**src/rtl/rom_dump_sequencer_if.sv**
```systemverilog
`default_nettype none
// ============================================================================
// Module   : rom_dump_sequencer_if
// Purpose  : Bundles the PROM-side bus (address, active-low chip selects,
//            data) together with the byte-stream valid/ready handshake that
//            feeds the downstream byte sink (UART TX).
// Signals  : chip_data      PROM -> sequencer, DATA_WIDTH data lines
//            chip_address   sequencer -> PROM, ADDRESS_WIDTH address lines
//            chip_select_n  sequencer -> PROM, SELECT_WIDTH active-low selects
//            out_data       sequencer -> sink, byte being offered
//            out_valid      sequencer -> sink, out_data valid (held to accept)
//            out_ready      sink -> sequencer, accept strobe
//            out_last       sequencer -> sink, marks the checksum byte
// Modports : master - the sequencer
//            slave  - the PROM rig plus the byte sink
// Revision : 1.0 - initial release
// ============================================================================
interface rom_dump_sequencer_if #(
  parameter int DATA_WIDTH    = 8,
  parameter int ADDRESS_WIDTH = 9,
  parameter int SELECT_WIDTH  = 4
) ();

  // PROM side
  logic [DATA_WIDTH-1:0]    chip_data;
  logic [ADDRESS_WIDTH-1:0] chip_address;
  logic [SELECT_WIDTH-1:0]  chip_select_n;

  // Byte stream side
  logic [7:0]               out_data;
  logic                     out_valid;
  logic                     out_ready;
  logic                     out_last;

  modport master (
    input  chip_data,
    output chip_address,
    output chip_select_n,
    output out_data,
    output out_valid,
    output out_last,
    input  out_ready
  );

  modport slave (
    output chip_data,
    input  chip_address,
    input  chip_select_n,
    input  out_data,
    input  out_valid,
    input  out_last,
    output out_ready
  );

endinterface
`default_nettype wire

```
**src/rtl/rom_dump_sequencer.sv**
```systemverilog
`default_nettype none
// ============================================================================
// Module   : rom_dump_sequencer
// Purpose  : Automatic full-chip reader for the IP3601/IP3604 PROM rig.
//            Walks every address 0..2^ADDRESS_WIDTH-1, asserts the chip
//            selects, waits SETTLE_CYCLES for the data to settle, samples it
//            and streams one zero-extended byte per address to a byte sink.
//            An 8-bit additive checksum byte (out_last=1) closes the dump.
// Ports    : clk      in   board clock, rising edge
//            reset_n  in   synchronous active-low reset
//            start    in   begins a dump when idle (pulse or level)
//            abort    in   ends a dump in progress, no checksum, no done
//            bus      if   rom_dump_sequencer_if.master (PROM bus + stream)
//            busy     out  high from the cycle after start until idle again
//            done     out  one-cycle pulse after the checksum is accepted
// Params   : DATA_WIDTH, ADDRESS_WIDTH, SELECT_WIDTH must match the widths
//            of the connected interface instance.
// Revision : 1.0 - initial release
// ============================================================================
module rom_dump_sequencer #(
  parameter int DATA_WIDTH    = 8,
  parameter int ADDRESS_WIDTH = 9,
  parameter int SELECT_WIDTH  = 4,
  parameter int SETTLE_CYCLES = 50
) (
  input  wire                   clk,
  input  wire                   reset_n,
  input  wire                   start,
  input  wire                   abort,
  rom_dump_sequencer_if.master  bus,
  output logic                  busy,
  output logic                  done
);

  // Settle counter spans 0..SETTLE_CYCLES-1; keep at least one bit.
  localparam int CNT_W = (SETTLE_CYCLES > 1) ? $clog2(SETTLE_CYCLES) : 1;
  localparam logic [CNT_W-1:0]         SETTLE_LAST = CNT_W'(SETTLE_CYCLES - 1);
  localparam logic [ADDRESS_WIDTH-1:0] ADDR_LAST   = '1;

  typedef enum logic [2:0] {
    ST_IDLE   = 3'd0,
    ST_SETTLE = 3'd1,
    ST_SAMPLE = 3'd2,
    ST_SEND   = 3'd3,
    ST_CHKSUM = 3'd4,
    ST_DONE   = 3'd5
  } state_t;

  state_t           state;
  logic [CNT_W-1:0] settle_cnt;
  logic [7:0]       checksum;

  always_ff @(posedge clk) begin
    if (!reset_n) begin
      state             <= ST_IDLE;
      settle_cnt        <= '0;
      checksum          <= 8'h00;
      bus.chip_address  <= '0;
      bus.chip_select_n <= '1;
      bus.out_data      <= 8'h00;
      bus.out_valid     <= 1'b0;
      bus.out_last      <= 1'b0;
      busy              <= 1'b0;
      done              <= 1'b0;
    end else if (abort && (state != ST_IDLE)) begin
      // Abort has priority over the handshake: a byte being accepted in
      // this very cycle is still dropped and no checksum follows.
      state             <= ST_IDLE;
      settle_cnt        <= '0;
      bus.chip_select_n <= '1;
      bus.out_valid     <= 1'b0;
      bus.out_last      <= 1'b0;
      busy              <= 1'b0;
      done              <= 1'b0;
    end else begin
      done <= 1'b0;
      case (state)
        ST_IDLE: begin
          // abort in IDLE blocks a simultaneous start.
          if (start && !abort) begin
            state             <= ST_SETTLE;
            settle_cnt        <= '0;
            checksum          <= 8'h00;
            bus.chip_address  <= '0;
            bus.chip_select_n <= '0;
            busy              <= 1'b1;
          end
        end

        ST_SETTLE: begin
          if (settle_cnt == SETTLE_LAST) begin
            state      <= ST_SAMPLE;
            settle_cnt <= '0;
          end else begin
            settle_cnt <= settle_cnt + CNT_W'(1);
          end
        end

        ST_SAMPLE: begin
          // Narrow PROMs are zero-extended to a full byte.
          bus.out_data  <= 8'(bus.chip_data);
          bus.out_valid <= 1'b1;
          state         <= ST_SEND;
        end

        ST_SEND: begin
          // out_valid is high throughout SEND; everything holds while the
          // sink stalls.
          if (bus.out_ready) begin
            checksum <= checksum + bus.out_data;
            if (bus.chip_address == ADDR_LAST) begin
              // Terminal address: no wrap. The checksum byte (including the
              // byte just accepted) is presented straight away.
              state             <= ST_CHKSUM;
              bus.out_data      <= checksum + bus.out_data;
              bus.out_last      <= 1'b1;
              bus.chip_select_n <= '1;
            end else begin
              // The only point where the address moves, so it is stable
              // across the whole settle and sample window.
              state            <= ST_SETTLE;
              settle_cnt       <= '0;
              bus.out_valid    <= 1'b0;
              bus.chip_address <= bus.chip_address + ADDRESS_WIDTH'(1);
            end
          end
        end

        ST_CHKSUM: begin
          if (bus.out_ready) begin
            state         <= ST_DONE;
            bus.out_valid <= 1'b0;
            bus.out_last  <= 1'b0;
            busy          <= 1'b0;
            done          <= 1'b1;
          end
        end

        ST_DONE: begin
          state <= ST_IDLE;
        end

        default: begin
          state             <= ST_IDLE;
          bus.chip_select_n <= '1;
          bus.out_valid     <= 1'b0;
          bus.out_last      <= 1'b0;
          busy              <= 1'b0;
        end
      endcase
    end
  end

endmodule
`default_nettype wire

```
**src/flat_wrapper.sv**
```systemverilog
// flat-port wrapper written by rule: the top's interface ports become plain ports
module rom_dump_sequencer_flat 
#(
  parameter int DATA_WIDTH    = 8,
  parameter int ADDRESS_WIDTH = 9,
  parameter int SELECT_WIDTH  = 4,
  parameter int SETTLE_CYCLES = 50
)
  (clk, reset_n, start, abort, busy, done, bus_chip_data, bus_chip_address, bus_chip_select_n, bus_out_data, bus_out_valid, bus_out_last, bus_out_ready);
  rom_dump_sequencer_if #(.DATA_WIDTH(DATA_WIDTH), .ADDRESS_WIDTH(ADDRESS_WIDTH), .SELECT_WIDTH(SELECT_WIDTH)) bus_i ();
  input  wire clk;
  input  wire reset_n;
  input  wire start;
  input  wire abort;
  output logic busy;
  output logic done;
  input wire logic [$bits(bus_i.chip_data)-1:0] bus_chip_data;
  output wire logic [$bits(bus_i.chip_address)-1:0] bus_chip_address;
  output wire logic [$bits(bus_i.chip_select_n)-1:0] bus_chip_select_n;
  output wire logic [$bits(bus_i.out_data)-1:0] bus_out_data;
  output wire logic [$bits(bus_i.out_valid)-1:0] bus_out_valid;
  output wire logic [$bits(bus_i.out_last)-1:0] bus_out_last;
  input wire logic [$bits(bus_i.out_ready)-1:0] bus_out_ready;
  assign bus_i.chip_data = bus_chip_data;
  assign bus_chip_address = bus_i.chip_address;
  assign bus_chip_select_n = bus_i.chip_select_n;
  assign bus_out_data = bus_i.out_data;
  assign bus_out_valid = bus_i.out_valid;
  assign bus_out_last = bus_i.out_last;
  assign bus_i.out_ready = bus_out_ready;
  rom_dump_sequencer #(.DATA_WIDTH(DATA_WIDTH), .ADDRESS_WIDTH(ADDRESS_WIDTH), .SELECT_WIDTH(SELECT_WIDTH), .SETTLE_CYCLES(SETTLE_CYCLES)) u_core (.clk(clk), .reset_n(reset_n), .start(start), .abort(abort), .bus(bus_i), .busy(busy), .done(done));
endmodule
```
**config.mk**
```make
export PLATFORM = sky130hd
export DESIGN_NAME = rom_dump_sequencer_flat
export DESIGN_NICKNAME = d
export VERILOG_FILES = /design/src/rtl/rom_dump_sequencer_if.sv /design/src/rtl/rom_dump_sequencer.sv /design/src/flat_wrapper.sv
export SDC_FILE = /design/constraint.sdc
export NUM_CORES = 1
export LEC_CHECK = 0
export ABC_AREA = 1
export CAP_MARGIN = 20
export CORE_ASPECT_RATIO = 1.1
export CORE_UTILIZATION = 48
export CTS_CLUSTER_SIZE = 12
export DETAILED_ROUTE_END_ITERATION = 10
export MAX_ROUTING_LAYER = met4
export PLACE_DENSITY = 0.76
export SLEW_MARGIN = 20
export SYNTH_ARGS = -nofsm -noshare
export SYNTH_HDL_FRONTEND = slang
export SYNTH_SLANG_ARGS = --single-unit
```
**constraint.sdc**
```tcl
create_clock -name clk -period 1.85 [get_ports clk]
set_clock_uncertainty 0.05 [all_clocks]
set_input_delay 0.2775 -clock clk [delete_from_list [all_inputs] [get_ports clk]]
set_output_delay 0.2775 -clock clk [all_outputs]
set_load 0.01 [all_outputs]
```
After elaboration in Yosys (flattened, before gate mapping)
Cells that the tools add are included.

word-level totals
  flip-flop bits (word level) = 42
  bits in latches = 0
  RAM bits = 0
  ROM bits = 0
  bits of input ports = 13
  output and inout port bits = 25
  logic and storage cells = 91
  memories = 0

cells by class
  add/subtract/negate cells = 3
  $mul = 0
  div/mod/pow operators = 0
  magnitude comparators = 0
  equality and inequality tests = 13
  shifts and indexed selects = 0
  multiplexer cells = 35
  bitwise gates (word level) = 7
  reductions and logical operators = 23

operators by type and width
  operator                                                               number
  8-bit 2-to-1 mux                                                       4
  8-bit case mux with 2 select lines                                     2
  4-bit AND reduction                                                    7
  9-bit 2-to-1 mux                                                       3
  6-bit 2-to-1 mux                                                       4
  6-bit case mux with 3 select lines                                     1
  9-bit case mux with 2 select lines                                     1
  3-bit 2-to-1 mux                                                       5
  3-bit case mux with 5 select lines                                     1
  4-bit 2-to-1 mux                                                       3
  4-bit case mux with 3 select lines                                     1
  4-bit OR reduction                                                     3
  9-bit by 1-bit adder with 9-bit output, second input constant          1
  9-bit equality test, second input constant                             1
  8-bit adder                                                            1
  1-bit 2-to-1 mux                                                       7
  1-bit inverter                                                         7
  6-bit by 1-bit adder with 6-bit output, second input constant          1
  3-bit by 2-bit equality test with 1-bit output, second input constant  2
  3-bit equality test, second input constant                             2
  6-bit equality test, second input constant                             1
  2-bit by 1-bit != test with 1-bit output, second input constant        3
  2-bit != test, second input constant                                   3
  1-bit case mux with 3 select lines                                     2
  other kinds (11)                                                       15

Depth between registers and ports, before layout
Gate-level depths: netlist of the first run.

  depth after elaboration = 4
  depth in mapped cells = 13
  gate-level depth less buffers = 13

Worst setup path after synthesis of the first run
No wires, ideal clock.

  path type = register to register
  start point = reg u_core.bus.chip_address[0]
  end point = reg u_core.settle_cnt[1]
  setup time = 0.117 ns
  arrival time = 1.790 ns
  required time = 1.683 ns
  slack = -0.107 ns
  cell stages (with the launch flop) = 12
  path buffers = 0
  period minus slack after synthesis = 1.957 ns
  cell sequence = dfxtp_1 > ha_1 > nand2_1 > nor2_1 > nand3_1 > nor2_1 > ha_1 > nand4_2 > nand2_1 > nor2_2 > o21ai_0 > nor2_1

on the way
  longest elaborated chain between the ends = 3

ends and longest elaborated chain
  what                           line                         text
  from (decl)                    rom_dump_sequencer_if.sv:37  output chip_address,
  from (signal assigned)         rom_dump_sequencer.sv:124    bus.chip_address <= bus.chip_address + ADDRESS_WIDTH'(1);
  9-bit equality test            rom_dump_sequencer.sv:111    if (bus.chip_address == ADDR_LAST) begin
  2-bit != test (no line)        --
  4-bit AND reduction (no line)  --
  to (signal assigned)           rom_dump_sequencer.sv:95     settle_cnt <= settle_cnt + CNT_W'(1);
  to (decl)                      rom_dump_sequencer.sv:50     logic [CNT_W-1:0] settle_cnt;

Every way passes these cells.
A chain may end at the register's enable or synchronous reset.

Worst setup path after layout of the first run
  start point = reg u_core.bus.chip_address[1]
  end point = reg u_core.bus.out_valid

on the way
  longest elaborated chain between the ends = 3

ends and longest elaborated chain
  what                           line                         text
  9-bit equality test            rom_dump_sequencer.sv:111
  2-bit != test (no line)        --
  4-bit AND reduction (no line)  --
  to (signal assigned)           rom_dump_sequencer.sv:102    bus.out_valid <= 1'b1;
  to (signal assigned)           rom_dump_sequencer.sv:123    bus.out_valid <= 1'b0;
  to (signal assigned)           rom_dump_sequencer.sv:132    bus.out_valid <= 1'b0;
  to (decl)                      rom_dump_sequencer_if.sv:40  output out_valid,

Every way passes these cells.

==> metrics.md, run 1 <==
| Metric | Value |
|---|---|
| Run status | finished clean |
| Lkg Pwr | 0.00144 uW |
| Layout Nets | 451 |
| Post-Syn Area | 2330 sq um |
| Drt initial violations | 106 |
| Final setup vio count | 0 |
| Pre-antenna DRT Iters | 4 |
| CTS tree | built |
| Clk_lat worst skew | 0.30 ns |
| # diodes | 0 |
| CTS sink count | 39 |
| CP Capture Type | flop |
| Worst path required time | 2.02 ns |
| Mapped Cells | 361 |
| Dpl cells | 470 |
| Total congestion overflow | 0 |
| DIE WIDTH | 68.4 um |
| Startpoint types | flop |
| Max Fanout on Critical Path | 5 |
| Die Ht | 75.1 um |
| CP startpoint | u_core.bus.chip_address[1]$_SDFFE_PN0P_ |
| Total CTS buffers | 5 |
| Vias | 2510 |
| Max clock buf depth | 2 |
| Syn-to-layout area delta | 36.8% |
| Final Hold Fails | 0 |
| Largest net degree at the start of global routing | 16 |
| All-layer global routing usage | 25.9% |
| Worst setup path end | u_core.bus.out_valid$_SDFFE_PP0P_ |
| Max cap viols | 0 |
| Final worst setup slack | 0.0132 ns |
| Core Area | 4650 sq um |
| FMAX | 544 MHz |
| Clock-pin slew on the worst setup and hold paths | 0.08 ns |
| Kind of critical path | flop to flop |
| Fraction of layout cells with a size suffix above 1 | 18.0% |
| Synth Register Bits | 39 |
| Power density over the cells | 828 nW/um^2 |
| Clock root cell | clkbuf_8 |
| Arr. time, crit path | 2.01 ns |
| RSZ-0062 raised after global routing | yes |
| Initial antenna violation count | 0 |
| Place WS | -0.0800 ns |
| Rel. slew slack | 74.5% |
| I/O pins | 38 |
| H-tree depth | 2 |
| # fillers | 407 |
| Routed WL | 5.93 mm |
| RR Startpoint | u_core.bus.chip_address[1]$_SDFFE_PN0P_ |
| Vias per Instance | 5.20 |
| Reg2Reg Setup Slack | 0.01 ns |
| Syn_area_per_cell | 6.45 sq um |
| Synth Warn # | 0 |
| Clock period minus final worst setup slack | 1.84 ns |
| DIE AREA | 5130 sq um |
| Worst hold slack | 0.411 ns |
| Hpwl dp | 4.20 mm |
| Number of port buffers | 37 |
| Distinct cells, synth | 31 |
| Post-layout power | 2640 uW |
| Post-synthesis sequential area ratio | 33.5% |
| Final non-filler cell total | 483 |
| Mapped Nets | 386 |
| Number of global-route vias before repair | 2286 |
| Period Utilization, post-route | 99.3% |
| Hold crit path type | flop to flop |
| DR WL/cell | 12.3 um |
| Routability Congestion | 0.878 |
| Row count | 26 |
| R2R Path End | u_core.bus.out_valid$_SDFFE_PP0P_ |
| Final ANT Viol Nets | 0 |
| Max Slew Vio Count | 0 |
| Peak supply drop | 0.593 mV |
| First-pass GRT wire length | 9.74 mm |
| FF-to-FF path depth | 11 |
| Starting Density | 50.1% |
| Drc violations | 0 |
| Least-Margin Pin Slew | 0.381 ns |
| Setup total negative slack | 0 ns |
[metrics by stage]
step / cell area [sq um] / util, %
floorplan: 2360 / -
finish: 3190 / 68.5
CTS: 3120 / 67.1
global route: 3190 / 68.5
global placement: 2930 / 63.1
detailed placement: 2930 / 63.1
[Yosys cell counts]
cell        n  area (sq um)
o211ai_1    1          7.51
buf_4       5          37.5
dfxtp_1    39           781
o21ai_0    13          65.1
nand3_1    32           160
fa_1        1          20.0
nor3b_1     1          7.51
inv_2       3          11.3
o21bai_1    1          7.51
clkinv_1    1          3.75
nor3_1      1          5.00
buf_2       4          20.0
nand3b_1    3          22.5
or2_2       1          6.26
inv_1      40           150
nand2_2     2          12.5
xnor2_1     1          8.76
nand4_1     6          37.5
clkbuf_1    1          3.75
a21oi_1    33           165
nor2_1     43           161
nor2_4      1          11.3
nand4_2     1          12.5
a31oi_1     1          6.26
ha_1       11           138
nor2_2      4          25.0
xor2_1      1          8.76
a31o_2      1          8.76
nand2_1   101           379
nand3_2     1          10.0
o21ai_1     7          35.0
[flip-flops by register name, indices dropped and copies added (netlist names)]
name and flops:
u_core.bus.chip_address 9, u_core.bus.chip_select_n 1, u_core.bus.out_data 8, u_core.bus.out_last 1, u_core.bus.out_valid 1, u_core.busy 1, u_core.checksum 8, u_core.done 1
u_core.settle_cnt 6, u_core.state 3
[how the worst min path moves through the flow]
stage	from	to	slack, ns	cells after the start
after floorplan	reset_n	u_core.checksum[0]$_SDFFE_PN0P_	0.37	2
after global placement	u_core.busy$_SDFFE_PP0P_	u_core.busy$_SDFFE_PP0P_	0.40	2
after detailed placement	u_core.busy$_SDFFE_PP0P_	u_core.busy$_SDFFE_PP0P_	0.40	2
after CTS	u_core.busy$_SDFFE_PP0P_	u_core.busy$_SDFFE_PP0P_	0.41	2
after global routing	u_core.busy$_SDFFE_PP0P_	u_core.busy$_SDFFE_PP0P_	0.44	2
final	u_core.busy$_SDFFE_PP0P_	u_core.busy$_SDFFE_PP0P_	0.41	2
[repair_timing]
| action | in CTS | in global routing |
|---|---|---|
| pin swaps | 9 | 7 |
| hold buffers | 0 | 0 |
| setup buffers | 6 | 0 |
| gates resized for setup | 17 | 20 |
| endpoints found under the setup margin | 18 | 26 |
[layout make-up]
cell class / count / area [sq um] / share of cell area, %
multi-input cells: 268 / 1450 / 45.4
well taps: 56 / 70.1 / 2.20
repair buffers: 68 / 614 / 19.3
inverters: 44 / 165 / 5.18
clock buffers: 8 / 100 / 3.14
flip-flops and latches: 39 / 788 / 24.7
[critical path, cell delays in order (launching register included)]
cell	delay [ns]
dfxtp_4	0.36
ha_4	0.15
nand2_4	0.05
nor2_4	0.10
nand3_2	0.08
nor2_1	0.11
ha_2	0.26
nand4_4	0.17
buf_6	0.17
nand3_1	0.06
o21ai_1	0.06
a21oi_1	0.14
[layer usage]
layer / up-vias / share of wire, % / GRT usage, % / routed length [um]
met5: - / 0 / - / 0
met4: 0 / 1.5 / 8.10 / 91
met3: 7 / 4.0 / 5.15 / 237
met2: 48 / 49 / 43.1 / 2920
met1: 1156 / 45 / 31.1 / 2680
li1: 1299 / - / - / -
[power breakdown]
group	switching (uW)	total [uW]	internal, uW
Sequential	94.4	1040	943
Clock	308	649	341
Combinational	568	952	384
Total	970	2640	1670
[placed cells by master, fill, tap and decap left out, drive strengths merged, types with 3 or more instances in the layout]
cell | synthesis | routed
nand2 | 103 | 103
nor2 | 48 | 48
inv | 43 | 43
dfxtp | 39 | 39
clkdlybuf4s50 | 0 | 37
nand3 | 33 | 33
a21oi | 33 | 33
buf | 9 | 31
o21ai | 20 | 20
ha | 11 | 11
clkbuf | 1 | 8
nand4 | 7 | 7
nand3b | 3 | 3
[cell families after synthesis]
family	after synthesis	share of synthesized area [%]
buffers and inverters	54	9.73
adder cells (fa/ha/maj)	12	6.77
XOR/XNOR	2	0.752
AND/OR/NAND/NOR	197	36.5
AO/OA/AOI/OAI	57	12.7
flip-flops	39	33.5
No activity file was read; power rests on OpenSTA's default activity.
==> run 2, diff against run 1 <==
--- a/config.mk
+++ b/config.mk
@@ -6,7 +6,7 @@
 export NUM_CORES = 1
 export LEC_CHECK = 0
 export ABC_AREA = 1
-export CAP_MARGIN = 20
+export CAP_MARGIN = 10
 export CORE_ASPECT_RATIO = 1.1
 export CORE_UTILIZATION = 48
 export CTS_CLUSTER_SIZE = 12
==> results of run 2 <==
The final DEF is identical to that of run 1; final timing and power are the same.
==> run 3, diff against run 2 <==
--- a/config.mk
+++ b/config.mk
@@ -8,11 +8,11 @@
 export ABC_AREA = 1
 export CAP_MARGIN = 10
 export CORE_ASPECT_RATIO = 1.1
-export CORE_UTILIZATION = 48
+export CORE_UTILIZATION = 53
 export CTS_CLUSTER_SIZE = 12
 export DETAILED_ROUTE_END_ITERATION = 10
 export MAX_ROUTING_LAYER = met4
-export PLACE_DENSITY = 0.76
+export PLACE_DENSITY = 0.79
 export SLEW_MARGIN = 20
 export SYNTH_ARGS = -nofsm -noshare
 export SYNTH_HDL_FRONTEND = slang
==> constraint.sdc (replaced) <==
create_clock -name clk -period 2.1 [get_ports clk]
set_clock_uncertainty 0.05 [all_clocks]
set_input_delay 0.315 -clock clk [delete_from_list [all_inputs] [get_ports clk]]
set_output_delay 0.315 -clock clk [all_outputs]
set_load 0.01 [all_outputs]
==> metrics.md, run 3 (synthesis results as in run 1) <==
| Metric | Value |
|---|---|
| Run status | finished clean |
| Number of flip-flops in the largest register | 9 |
| Clock-pin slew on the worst setup and hold paths | 0.08 ns |
| Clock root cell | clkbuf_8 |
| Vias per Instance | 5.32 |
| Largest reg by FF count | u_core.bus.chip_address |
| Number of global-route vias before repair | 2219 |
| H-tree depth | 2 |
| # diodes | 0 |
| Post-layout util | 72.7% |
| Number of port buffers | 37 |
| Peak supply drop | 0.462 mV |
| Highest routed layer | met4 |
| Startpoint types | flop |
| Max Fanout on Critical Path | 6 |
| Drt initial violations | 131 |
| Rel. slew slack | 74.6% |
| All-layer global routing usage | 26.8% |
| Clock period minus final worst setup slack | 1.93 ns |
| Buf/Inv on CP | 1 |
| First-pass GRT wire length | 9.57 mm |
| Max cap viols | 0 |
| Hpwl dp | 4.27 mm |
| FMAX | 517 MHz |
| Pre-antenna DRT Iters | 4 |
| Kind of critical path | flop to flop |
| DR WL/cell | 12.3 um |
| Final ANT Viol Nets | 0 |
| Total congestion overflow | 0 |
| Power density over the cells | 745 nW/um^2 |
| I/O pins | 38 |
| Least-Margin Pin Slew | 0.380 ns |
| Met3 Wirelength | 280 um |
| Top Registers | u_core.bus.chip_address x9, u_core.bus.out_data x8, u_core.checksum x8 |
| DIE WIDTH | 65.2 um |
| Max clock buf depth | 2 |
| Max Slew Vio Count | 0 |
| Largest net degree at the start of global routing | 16 |
| CP Capture Type | flop |
| RSZ-0062 raised after global routing | no |
| Wire length on met2 | 2.59 mm |
| Drc violations | 0 |
| Core Area | 4080 sq um |
| Starting Density | 57.0% |
| DIE AREA | 4660 sq um |
| Crit path largest cell delay | 0.34 ns |
| Post-layout power | 2210 uW |
| Place WS | 0.126 ns |
| Initial antenna violation count | 0 |
| Row count | 24 |
| Clk_lat worst skew | 0.29 ns |
| Routability Congestion | 0.870 |
| Worst path required time | 2.24 ns |
| Most numerous cell on the critical path | nor2_2 |
| Routed WL | 5.71 mm |
| Crit path max-delay cell type | dfxtp_2 |
| Metal-1 WL | 2.72 mm |
| Hold crit path type | flop to flop |
| Total CTS buffers | 5 |
| Setup total negative slack | 0 ns |
| Period Utilization, post-route | 92.1% |
| Worst path cell trace | ha_2, nand2_1, nor2_2, nand3_2, nor2_4, ha_4, nor2_2, nor2_2, nand2_1, buf_4, nor2_1, a21oi_1 |
| Most common cell after layout, fill and taps aside | nand2_1 |
| Most frequent cells in the layout | 100 x nand2_1, 41 x nor2_1, 40 x inv_1 |
| Die Ht | 71.5 um |
| CTS tree | built |
| Final worst setup slack | 0.166 ns |
| CP delay by family, top | simple AND/OR/NAND/NOR gates |
| Final setup vio count | 0 |
| Syn-to-layout area delta | 27.5% |
| CTS sink count | 39 |
| Final Hold Fails | 0 |
| Layout Nets | 438 |
| Lkg Pwr | 0.00134 uW |
| Vias | 2472 |
| Arr. time, crit path | 2.07 ns |
| # fillers | 353 |
| Fraction of layout cells with a size suffix above 1 | 11.4% |
run 3: layout make-up:
cell class | count | area [sq um] | share of cell area (%)
clock buffers | 6 | 82.6 | 2.78
clock inverters | 1 | 5.00 | 0.169
inverters | 44 | 165 | 5.56
multi-input cells | 268 | 1360 | 45.9
flip-flops and latches | 39 | 783 | 26.4
well taps | 52 | 65.1 | 2.19
repair buffers | 55 | 505 | 17.0
run 3: metal layers:
| metal | up-vias | global-route usage (%) |
|---|---|---|
| met4 | 0 | 9.90 |
| met1 | 1116 | 34.2 |
| met3 | 13 | 4.78 |
| met2 | 75 | 42.2 |
| li1 | 1268 | - |
| met5 | - | - |
run 3: worst min-delay path, delay by kind of cell (launching register included):
family / cells / cell delay [ns]
buffers and inverters: 1 / 0.05
flip-flops: 1 / 0.32
AO/OA/AOI/OAI: 1 / 0.05
run 3: worst paths after layout:
check	from	endpoint	slack, ns	cells after the start
setup / recovery	u_core.bus.chip_address[1]$_SDFFE_PN0P_	u_core.bus.out_data[7]$_SDFFE_PN0P_	0.17	12
hold / removal	u_core.busy$_SDFFE_PP0P_	u_core.busy$_SDFFE_PP0P_	0.42	2
setup reg to reg	u_core.bus.chip_address[1]$_SDFFE_PN0P_	u_core.bus.out_data[7]$_SDFFE_PN0P_	0.17	12
hold reg to reg	u_core.busy$_SDFFE_PP0P_	u_core.busy$_SDFFE_PP0P_	0.42	2
run 3: where the power goes:
group,internal [uW],leakage (uW),total (uW),switching [uW]
Combinational,304,0.000972,773,470
Sequential,833,0.000318,917,84.2
Clock,258,0.0000470,521,263
Total,1390,0.00134,2210,816
run 3: repair_timing:
item                       4_1_cts  5_1_grt
gates resized for setup          0       12
setup endpoints to repair        0       24
setup buffers                    0        1
hold buffers                     0        0
run 3: through the flow:
stage               cells  hold slack, ns  area (sq um)
finish                465           0.415          2970
global route          465           0.439          2970
CTS                   464           0.425          2920
detailed placement    457           0.412          2830
global placement      457           0.406          2830
floorplan             361           0.407          2330
